==> src/rtl/rr_arbiter_8.sv <==
// ---------------------------------------------------------------------------
// rr_arbiter_8
//
// Round-robin arbiter sharing one resource among eight requesters.
// A two-state machine (IDLE / GRANT) picks a winner in IDLE by scanning the
// request vector starting at a rotating priority pointer. It then holds the
// grant until the owner drops its request or the hold limit expires. Every
// handover passes through exactly one IDLE cycle.
//
// Parameters
//   MAX_HOLD   maximum consecutive GRANT cycles per owner (0 = unlimited,
//              legal range 0..255)
//
// Ports
//   clk        clock, all state updates on the rising edge
//   rst_n      asynchronous active-low reset
//   req[7:0]   level-sensitive request vector, bit i = requester i
//   gnt[7:0]   registered one-hot grant, all-zero when there is no owner
//   gnt_id     binary index of the current owner (meaningful when gnt_valid)
//   gnt_valid  high while a grant is active
// ---------------------------------------------------------------------------
module rr_arbiter_8 #(
    parameter int unsigned MAX_HOLD = 16
) (
    input  logic       clk,
    input  logic       rst_n,
    input  logic [7:0] req,
    output logic [7:0] gnt,
    output logic [2:0] gnt_id,
    output logic       gnt_valid
);

    typedef enum logic {
        IDLE  = 1'b0,
        GRANT = 1'b1
    } state_t;

    localparam logic [7:0] HOLD_LIMIT = 8'(MAX_HOLD);
    localparam logic [7:0] HOLD_SAT   = 8'hFF;

    state_t     r_state;
    logic [2:0] r_ptr;
    logic [7:0] r_hold;
    logic [7:0] r_gnt;
    logic [2:0] r_gnt_id;
    logic       r_gnt_valid;

    logic [7:0] w_rot;       // requests rotated so that bit 0 is req[r_ptr]
    logic [2:0] w_offset;    // distance of the winner from r_ptr
    logic       w_any;
    logic [2:0] w_winner;
    logic [7:0] w_dec;       // 3-to-8 decode of w_winner
    logic       w_owner_req;
    logic       w_timeout;
    logic       w_release;

    // Rotate the request vector so a plain lowest-set-bit search from bit 0
    // is equivalent to scanning ptr, ptr+1, ..., ptr+7 modulo 8.
    generate
        for (genvar gi = 0; gi < 8; gi++) begin : g_rot
            logic [2:0] w_src;
            assign w_src     = r_ptr + 3'(gi);
            assign w_rot[gi] = req[w_src];
        end
    endgenerate

    // Lowest set bit of the rotated vector; scanning from the top down lets
    // the last assignment (lowest index) win without a found flag.
    always_comb begin
        w_offset = 3'd0;
        for (int k = 7; k >= 0; k--) begin
            if (w_rot[k]) begin
                w_offset = 3'(k);
            end
        end
    end

    assign w_any    = |req;
    assign w_winner = r_ptr + w_offset;

    generate
        for (genvar gi = 0; gi < 8; gi++) begin : g_dec
            assign w_dec[gi] = (w_winner == 3'(gi));
        end
    endgenerate

    // Release when the owner lets go, or when a finite hold limit is reached.
    assign w_owner_req = req[r_gnt_id];
    assign w_timeout   = (MAX_HOLD != 0) && (r_hold == HOLD_LIMIT);
    assign w_release   = !w_owner_req || w_timeout;

    always_ff @(posedge clk or negedge rst_n) begin
        if (!rst_n) begin
            r_state     <= IDLE;
            r_ptr       <= 3'd0;
            r_hold      <= 8'd0;
            r_gnt       <= 8'd0;
            r_gnt_id    <= 3'd0;
            r_gnt_valid <= 1'b0;
        end else begin
            case (r_state)
                IDLE: begin
                    if (w_any) begin
                        r_state     <= GRANT;
                        r_gnt_id    <= w_winner;
                        r_gnt       <= w_dec;
                        r_gnt_valid <= 1'b1;
                        r_hold      <= 8'd1;
                    end
                end
                GRANT: begin
                    if (w_release) begin
                        // gnt_id keeps its last value; the pointer moves past
                        // the owner so a timed-out owner goes to the back.
                        r_state     <= IDLE;
                        r_gnt       <= 8'd0;
                        r_gnt_valid <= 1'b0;
                        r_ptr       <= r_gnt_id + 3'd1;
                        r_hold      <= 8'd0;
                    end else if (r_hold != HOLD_SAT) begin
                        r_hold <= r_hold + 8'd1;
                    end
                end
                default: begin
                    r_state <= IDLE;
                end
            endcase
        end
    end

    assign gnt       = r_gnt;
    assign gnt_id    = r_gnt_id;
    assign gnt_valid = r_gnt_valid;

endmodule
==> config.mk <==
export PLATFORM = sky130hd
export DESIGN_NAME = rr_arbiter_8
export DESIGN_NICKNAME = d
export VERILOG_FILES = /design/src/rtl/rr_arbiter_8.sv
export SDC_FILE = /design/constraint.sdc
export NUM_CORES = 1
export LEC_CHECK = 0
export BUFFER_PORTS_ARGS = -buffer_cell sky130_fd_sc_hd__buf_2
export CAP_MARGIN = 40
export CORE_ASPECT_RATIO = 0.6
export CORE_MARGIN = 5
export CORE_UTILIZATION = 50
export CTS_BUF_LIST = sky130_fd_sc_hd__clkbuf_8
export DETAILED_ROUTE_END_ITERATION = 10
export PLACE_DENSITY = 0.8
export SLEW_MARGIN = 15
export SYNTH_ARGS = -nofsm -noshare
export SYNTH_HDL_FRONTEND = slang
export SYNTH_SLANG_ARGS = --single-unit
==> constraint.sdc <==
create_clock -name clk -period 10.45 [get_ports clk]
set_clock_uncertainty 0.15 [all_clocks]
set_input_delay 1.5675 -clock clk [delete_from_list [all_inputs] [get_ports clk]]
set_output_delay 1.5675 -clock clk [all_outputs]
set_load 0.01 [all_outputs]
==> flow_metrics.py, run 1 <==
metrics = {
    "run_status": {
        "outcome": "completed",
    },
    "worst_setup_path": {
        "path_delay_family": "simple AND/OR/NAND/NOR gates",
        "arrival_ns": 4.71,
        "regToRegSetupSlack_ns": 5.94,
        "cp-start-kind": "input pin",
        "crit_fanout": 11,
        "end_kind": "register",
        "worstPathRequired_ns": 10.50,
        "rr_startpoint": "r_ptr[0]",
        "cpPeakStageDelay_ns": 0.53,
        "rr_endpoint": "gnt[2]",
        "cpMaxStageDelayCell": "mux4_1",
        "crit_buf_inv": 1,
        "path_class": "input pin to register",
        "r2r_cells": 15,
        "crit_chain": "buf_2 > mux4_1 > mux2_2 > nor2_1 > o32a_1 > o22a_2 > fa_1 > or3_1 > nor2_1 > nand3_1 > nand3_1",
    },
    "cts": {
        "cts-hold-fix-buffers": 0,
        "clk_pin_slew_ns": 0.08,
        "numCtsBuffers": 3,
        "ctsResizeCount": 0,
        "cts_max_level": 1,
        "cts_tree": "done",
        "cts_setup_buffers": 0,
        "clock-root-buffer": "clkbuf_8",
        "clock_latency_ns": 0.26,
        "clkSinkCount": 24,
        "clock_path_buffers": 2,
    },
    "cells_and_area": {
        "diodes": 0,
        "layout.cells.non_filler": 262,
        "syn_to_final_growth_pct": 8.37,
        "final_util_pct": 57.6,
        "drive_gt1_share_pct": 24.7,
        "nets": 234,
        "stdcell_area_sq_mm": 0.00215,
    },
    "floorplanning": {
        "coreArea_sq_mm": 0.00374,
        "row_count": 17,
        "die-width_um": 91.4,
        "io_pins": 22,
        "initial_core_util_pct": 53.1,
        "dieArea_sq_mm": 0.00538,
        "dieHeight_um": 58.8,
    },
    "synth": {
        "avgSynthCellArea_sq_um": 10.0,
        "postSynthCellCount": 198,
        "synth_nets": 215,
        "yosysWarnings": 0,
        "synth_ff_type": "dfrtp_1",
        "ys_async_sr_fraction_pct": 100,
        "syn_area_sq_mm": 0.00199,
        "ys_ff_latch": 24,
        "ys_seq_area_share_pct": 30.2,
        "synth_edf_count": 0,
        "ys_types": 46,
    },
    "timing": {
        "max_slew.worst_pin.slew_ns": 0.709,
        "setup_viol": 0,
        "fin_ws_ns": 5.79,
        "fin_hold_ws_ns": 0.344,
        "period_minus_slack_ns": 4.66,
        "relSlewSlack_pct": 52.8,
        "post-route-period-util_pct": 44.6,
        "finalHoldViolations": 0,
        "rsz0062_at_grt": "no",
        "tns_ns": 0,
        "slew_viol_final": 0,
        "fmax_mhz": 215,
    },
    "flow_run": {
        "drv_cap": 0,
    },
    "detailed_routing": {
        "antenna_left": 0,
        "wl_mm": 4.35,
        "drc": 0,
        "firstDrtPassIters": 4,
        "vias": 1600,
        "wl_per_cell_um": 16.6,
        "drtIter0Drc": 130,
        "avgViaCountPerCell": 6.11,
    },
    "global_routing": {
        "antenna_found_initial": 0,
        "grt_max_degree": 25,
        "grt_overflow": 0,
        "grt.total_usage_pct": 17.8,
        "grt_pass1_vias": 1560,
        "grt_pass1_wl_mm": 7.76,
    },
    "power": {
        "power_leakage_nw": 0.944,
        "p_per_area_mw_per_mm2": 356,
        "ir_worst_vdd_v": 0.000173,
        "power_mw": 0.767,
    },
    "min_path": {
        "hp-start": "gnt_valid",
        "whs_endpoint": "gnt_valid",
        "min_path_type": "register to register",
        "hold_depth": 2,
    },
    "place": {
        "placed_cell_area_sq_mm": 0.00211,
        "pre_cts_ws_ns": 5.55,
        "dp_hpwl_mm": 3.39,
        "gp_congestion": 0.839,
        "dp_cells": 259,
        "portBuffers": 21,
    },
}
-- worst max-delay path by stage --
stage | endpoint | from | slack, ns | depth (start not counted)
after floorplan | gnt[2] | req[0] | 6.09 | 9
after global placement | gnt[2] | req[2] | 5.59 | 11
after detailed placement | gnt[2] | req[2] | 5.55 | 11
after CTS | gnt[2] | req[2] | 5.82 | 11
after global routing | gnt[2] | r_ptr[0] | 5.52 | 12
final | gnt[2] | req[2] | 5.79 | 11
-- kinds of logic after synthesis --
logic type	share of synthesized area, %
AOI/OAI and AO/OA	8.94
xor gates and xnor gates	4.85
adders and majority gates	4.78
buffers and inverters	2.89
DFF	30.2
muxes	23.5
and+or+nand+nor	24.9
-- state kept, by name, indices dropped and copies added, names as in the netlist --
register	count
gnt	8
r_hold	8
gnt_id	3
r_ptr	3
gnt_valid	1
r_state	1
-- cell usage after synthesis, drive strengths merged (4+ instances only) --
cell	count	share of area [%]
nand4	6	1.9
nand2	27	5.1
mux4	14	17
xor2	9	4.0
nand3	20	5.3
nor4	4	2.8
a21oi	4	1.0
nor2	20	3.8
inv	5	0.94
mux2	9	5.9
ha	6	3.8
dfrtp	24	30
buf	6	1.8
o21ai	14	3.5
-- power by group --
group	internal (mW)	switching (mW)
sequential	0.120	0.0504
clock	0.0258	0.0276
combinational	0.243	0.300
total	0.389	0.378
-- layout make-up --
type	instances	area [sq um]
clock buffer	3	41.3
inverter	5	18.8
multi-input combinational	162	1330
sequential	24	601
tap	47	58.8
timing repair buffer	21	105
fill	314	1590
-- cell usage in the layout (no fill, tap or decap), types with 4 or more instances in the layout --
cell     Yosys  routed
mux4_2      10      10
xor2_1       9       9
a21oi_1      4       4
mux2_2       5       5
buf_2        4      21
nand3_1     19      19
nor2_1      20      20
o21ai_0      5       5
nand2_1     27      27
mux4_1       4       4
o21ai_1      9       9
inv_1        5       5
nand4_1      6       6
ha_1         6       6
mux2_4       4       4
dfrtp_1     24      24
-- worst register-to-register path: stages (launching register included) --
cell and delay [ns]:
dfrtp_1 0.81, inv_1 0.11, ha_1 0.54, mux4_1 0.65
mux2i_1 0.22, nor2b_1 0.22, nor2_1 0.06, o21bai_1 0.16
a22oi_1 0.08, ha_1 0.20, inv_1 0.07, fa_1 0.46
or3_1 0.39, nor2_1 0.14, nand3_1 0.09, nand3_1 0.12
-- per-layer routing --
metal | vias to the layer above | routed length (um) | track usage [%]
met5 | - | 0 | 0
met4 | 0 | 37 | 2.72
met3 | 7 | 307 | 3.96
met2 | 45 | 1900 | 27.7
met1 | 776 | 2100 | 26.1
li1 | 772 | - | -
(Power assumes the default switching activity.)
==> run 2: changes to the inputs <==
--- a/config.mk
+++ b/config.mk
@@ -12,7 +12,7 @@
 export CORE_UTILIZATION = 50
 export CTS_BUF_LIST = sky130_fd_sc_hd__clkbuf_8
 export DETAILED_ROUTE_END_ITERATION = 10
-export PLACE_DENSITY = 0.8
+export PLACE_DENSITY = 0.82
 export SLEW_MARGIN = 15
 export SYNTH_ARGS = -nofsm -noshare
 export SYNTH_HDL_FRONTEND = slang
==> constraint.sdc (replaced) <==
create_clock -name clk -period 4.1 [get_ports clk]
set_clock_uncertainty 0.15 [all_clocks]
set_input_delay 0.615 -clock clk [delete_from_list [all_inputs] [get_ports clk]]
set_output_delay 0.615 -clock clk [all_outputs]
set_load 0.01 [all_outputs]
==> run 2 against run 1 <==
Compared with the run above: combinational power rose to 2.8 times the previous value; first-iteration DRC count down 22%; sequential cell count unchanged; hold slack worse by 0.16 ns; total power grew to 2.7 times the previous value; die area unchanged; clock-buffer cell count did not move; register-to-register slack worse by 5.7 ns; sequential share of layout area fell by 0.63 points; via count increased by 4.9%; utilization rose by 1.3 points.
==> flow_metrics.py, run 2 (synthesized netlist as in run 1, its figures left out) <==
metrics = {
    "worst_setup_path": {
        "crit_chain": "inv_1 > ha_4 > mux2_4 > mux4_2 > or3b_4 > o22a_2 > fa_1 > or3_1 > nor2_1 > nand3_1 > nand3_1",
        "arrival_ns": 3.89,
        "crit_top_cell": "nand3_1",
        "worstPathRequired_ns": 4.15,
        "path_delay_family": "simple AND/OR/NAND/NOR gates",
        "cp-start-kind": "register",
        "path_class": "register to register",
        "crit_fanout": 8,
        "cpMaxStageDelayCell": "mux4_2",
        "end_kind": "register",
        "crit_buf_inv": 1,
        "cpPeakStageDelay_ns": 0.54,
    },
    "place": {
        "dp_cells": 264,
        "placed_cell_area_sq_mm": 0.00215,
        "dp_hpwl_mm": 3.56,
        "gp_congestion": 0.860,
        "portBuffers": 21,
        "pre_cts_ws_ns": 0.142,
    },
    "run_status": {
        "outcome": "completed",
    },
    "timing": {
        "fmax_mhz": 260,
        "fin_ws_ns": 0.259,
        "max_slew.worst_pin.slew_ns": 0.645,
        "relSlewSlack_pct": 57.0,
        "rsz0062_at_grt": "no",
        "finalHoldViolations": 0,
        "period_minus_slack_ns": 3.84,
        "tns_ns": 0,
        "slew_viol_final": 0,
        "setup_viol": 0,
        "post-route-period-util_pct": 93.7,
    },
    "cts": {
        "clkSinkCount": 24,
        "clock-root-buffer": "clkbuf_8",
        "numCtsBuffers": 3,
        "clock_latency_ns": 0.26,
        "clock_path_buffers": 2,
        "cts_tree": "done",
        "clk_pin_slew_ns": 0.08,
        "cts-hold-fix-buffers": 0,
        "cts_max_level": 1,
    },
    "global_routing": {
        "grt_max_degree": 25,
        "grt.total_usage_pct": 18.3,
        "grt_overflow": 0,
        "antenna_found_initial": 0,
        "grt_pass1_wl_mm": 7.87,
        "grt_pass1_vias": 1571,
    },
    "cells_and_area": {
        "layout_commonest_cell": "nand2_1",
        "syn_to_final_growth_pct": 10.9,
        "diodes": 0,
        "nets": 239,
        "final_cell_mix": "nand2_1, dfrtp_1, buf_2",
        "layout.cells.non_filler": 267,
        "stdcell_area_sq_mm": 0.00220,
        "drive_gt1_share_pct": 26.8,
    },
    "floorplanning": {
        "initial_core_util_pct": 53.1,
        "dieHeight_um": 58.8,
        "die-width_um": 91.4,
        "coreArea_sq_mm": 0.00374,
        "dieArea_sq_mm": 0.00538,
        "io_pins": 22,
        "row_count": 17,
    },
    "min_path": {
        "min_path_type": "input pin to async pin",
    },
    "detailed_routing": {
        "wl_per_cell_um": 17.4,
        "antenna_left": 0,
        "wl_mm": 4.64,
        "drc": 0,
        "drtIter0Drc": 101,
        "avgViaCountPerCell": 6.28,
        "vias": 1678,
        "firstDrtPassIters": 4,
    },
    "power": {
        "power_mw": 2.04,
        "p_per_area_mw_per_mm2": 926,
        "ir_worst_vdd_v": 0.000628,
        "power_leakage_nw": 0.969,
    },
    "flow_run": {
        "drv_cap": 0,
    },
}
run 2: changes by cell type in the layout (fill, tap and decap cells not counted), sizes merged:
cell  change
buf       +5
run 2: per-stage QoR:
stage	hold WS (ns)	util, %
after floorplan	0.169	-
after global placement	0.308	57.5
after detailed placement	0.309	57.5
after CTS	0.189	58.6
after global routing	0.208	58.9
final	0.181	58.9
run 2: what timing repair did:
item / 4_1_cts / 5_1_grt
resized for setup: 0 / 2
endpoints found under the setup margin: 0 / 7
buffers inserted: 0 / 0
run 2: final timing paths:
path                           start   endpoint  slack, ns  depth (start not counted)
max                         r_ptr[1]     gnt[2]       0.26                         11
min                            rst_n     gnt[6]       0.18                          1
max reg2reg                 r_ptr[1]     gnt[2]       0.26                         11
min reg2reg                gnt_valid  gnt_valid       0.33                          2
max in group asynchronous      rst_n  gnt_id[1]       3.25                          1
min in group clk           gnt_valid  gnt_valid       0.33                          2
run 2: layer usage:
layer	vias up	GRT usage [%]	wire length, um
met4	0	2.51	21
li1	784	-	-
met1	825	26.2	2260
met2	65	29.4	2050
met3	4	3.83	307
met5	-	0	0
run 2: final cells by class:
type,instances,area (sq um)
inverter,5,18.8
tap,47,58.8
sequential,24,601
multi-input combinational,162,1340
clock buffer,3,41.3
fill,333,1540
timing repair buffer,26,143
run 2: report_power, final:
part           total, mW  internal, mW  switching, mW  leakage, nW
logic               1.52         0.682          0.836        0.636
registers          0.386         0.308         0.0786        0.312
clock network      0.137        0.0657         0.0709       0.0216
total               2.04          1.06          0.986        0.969
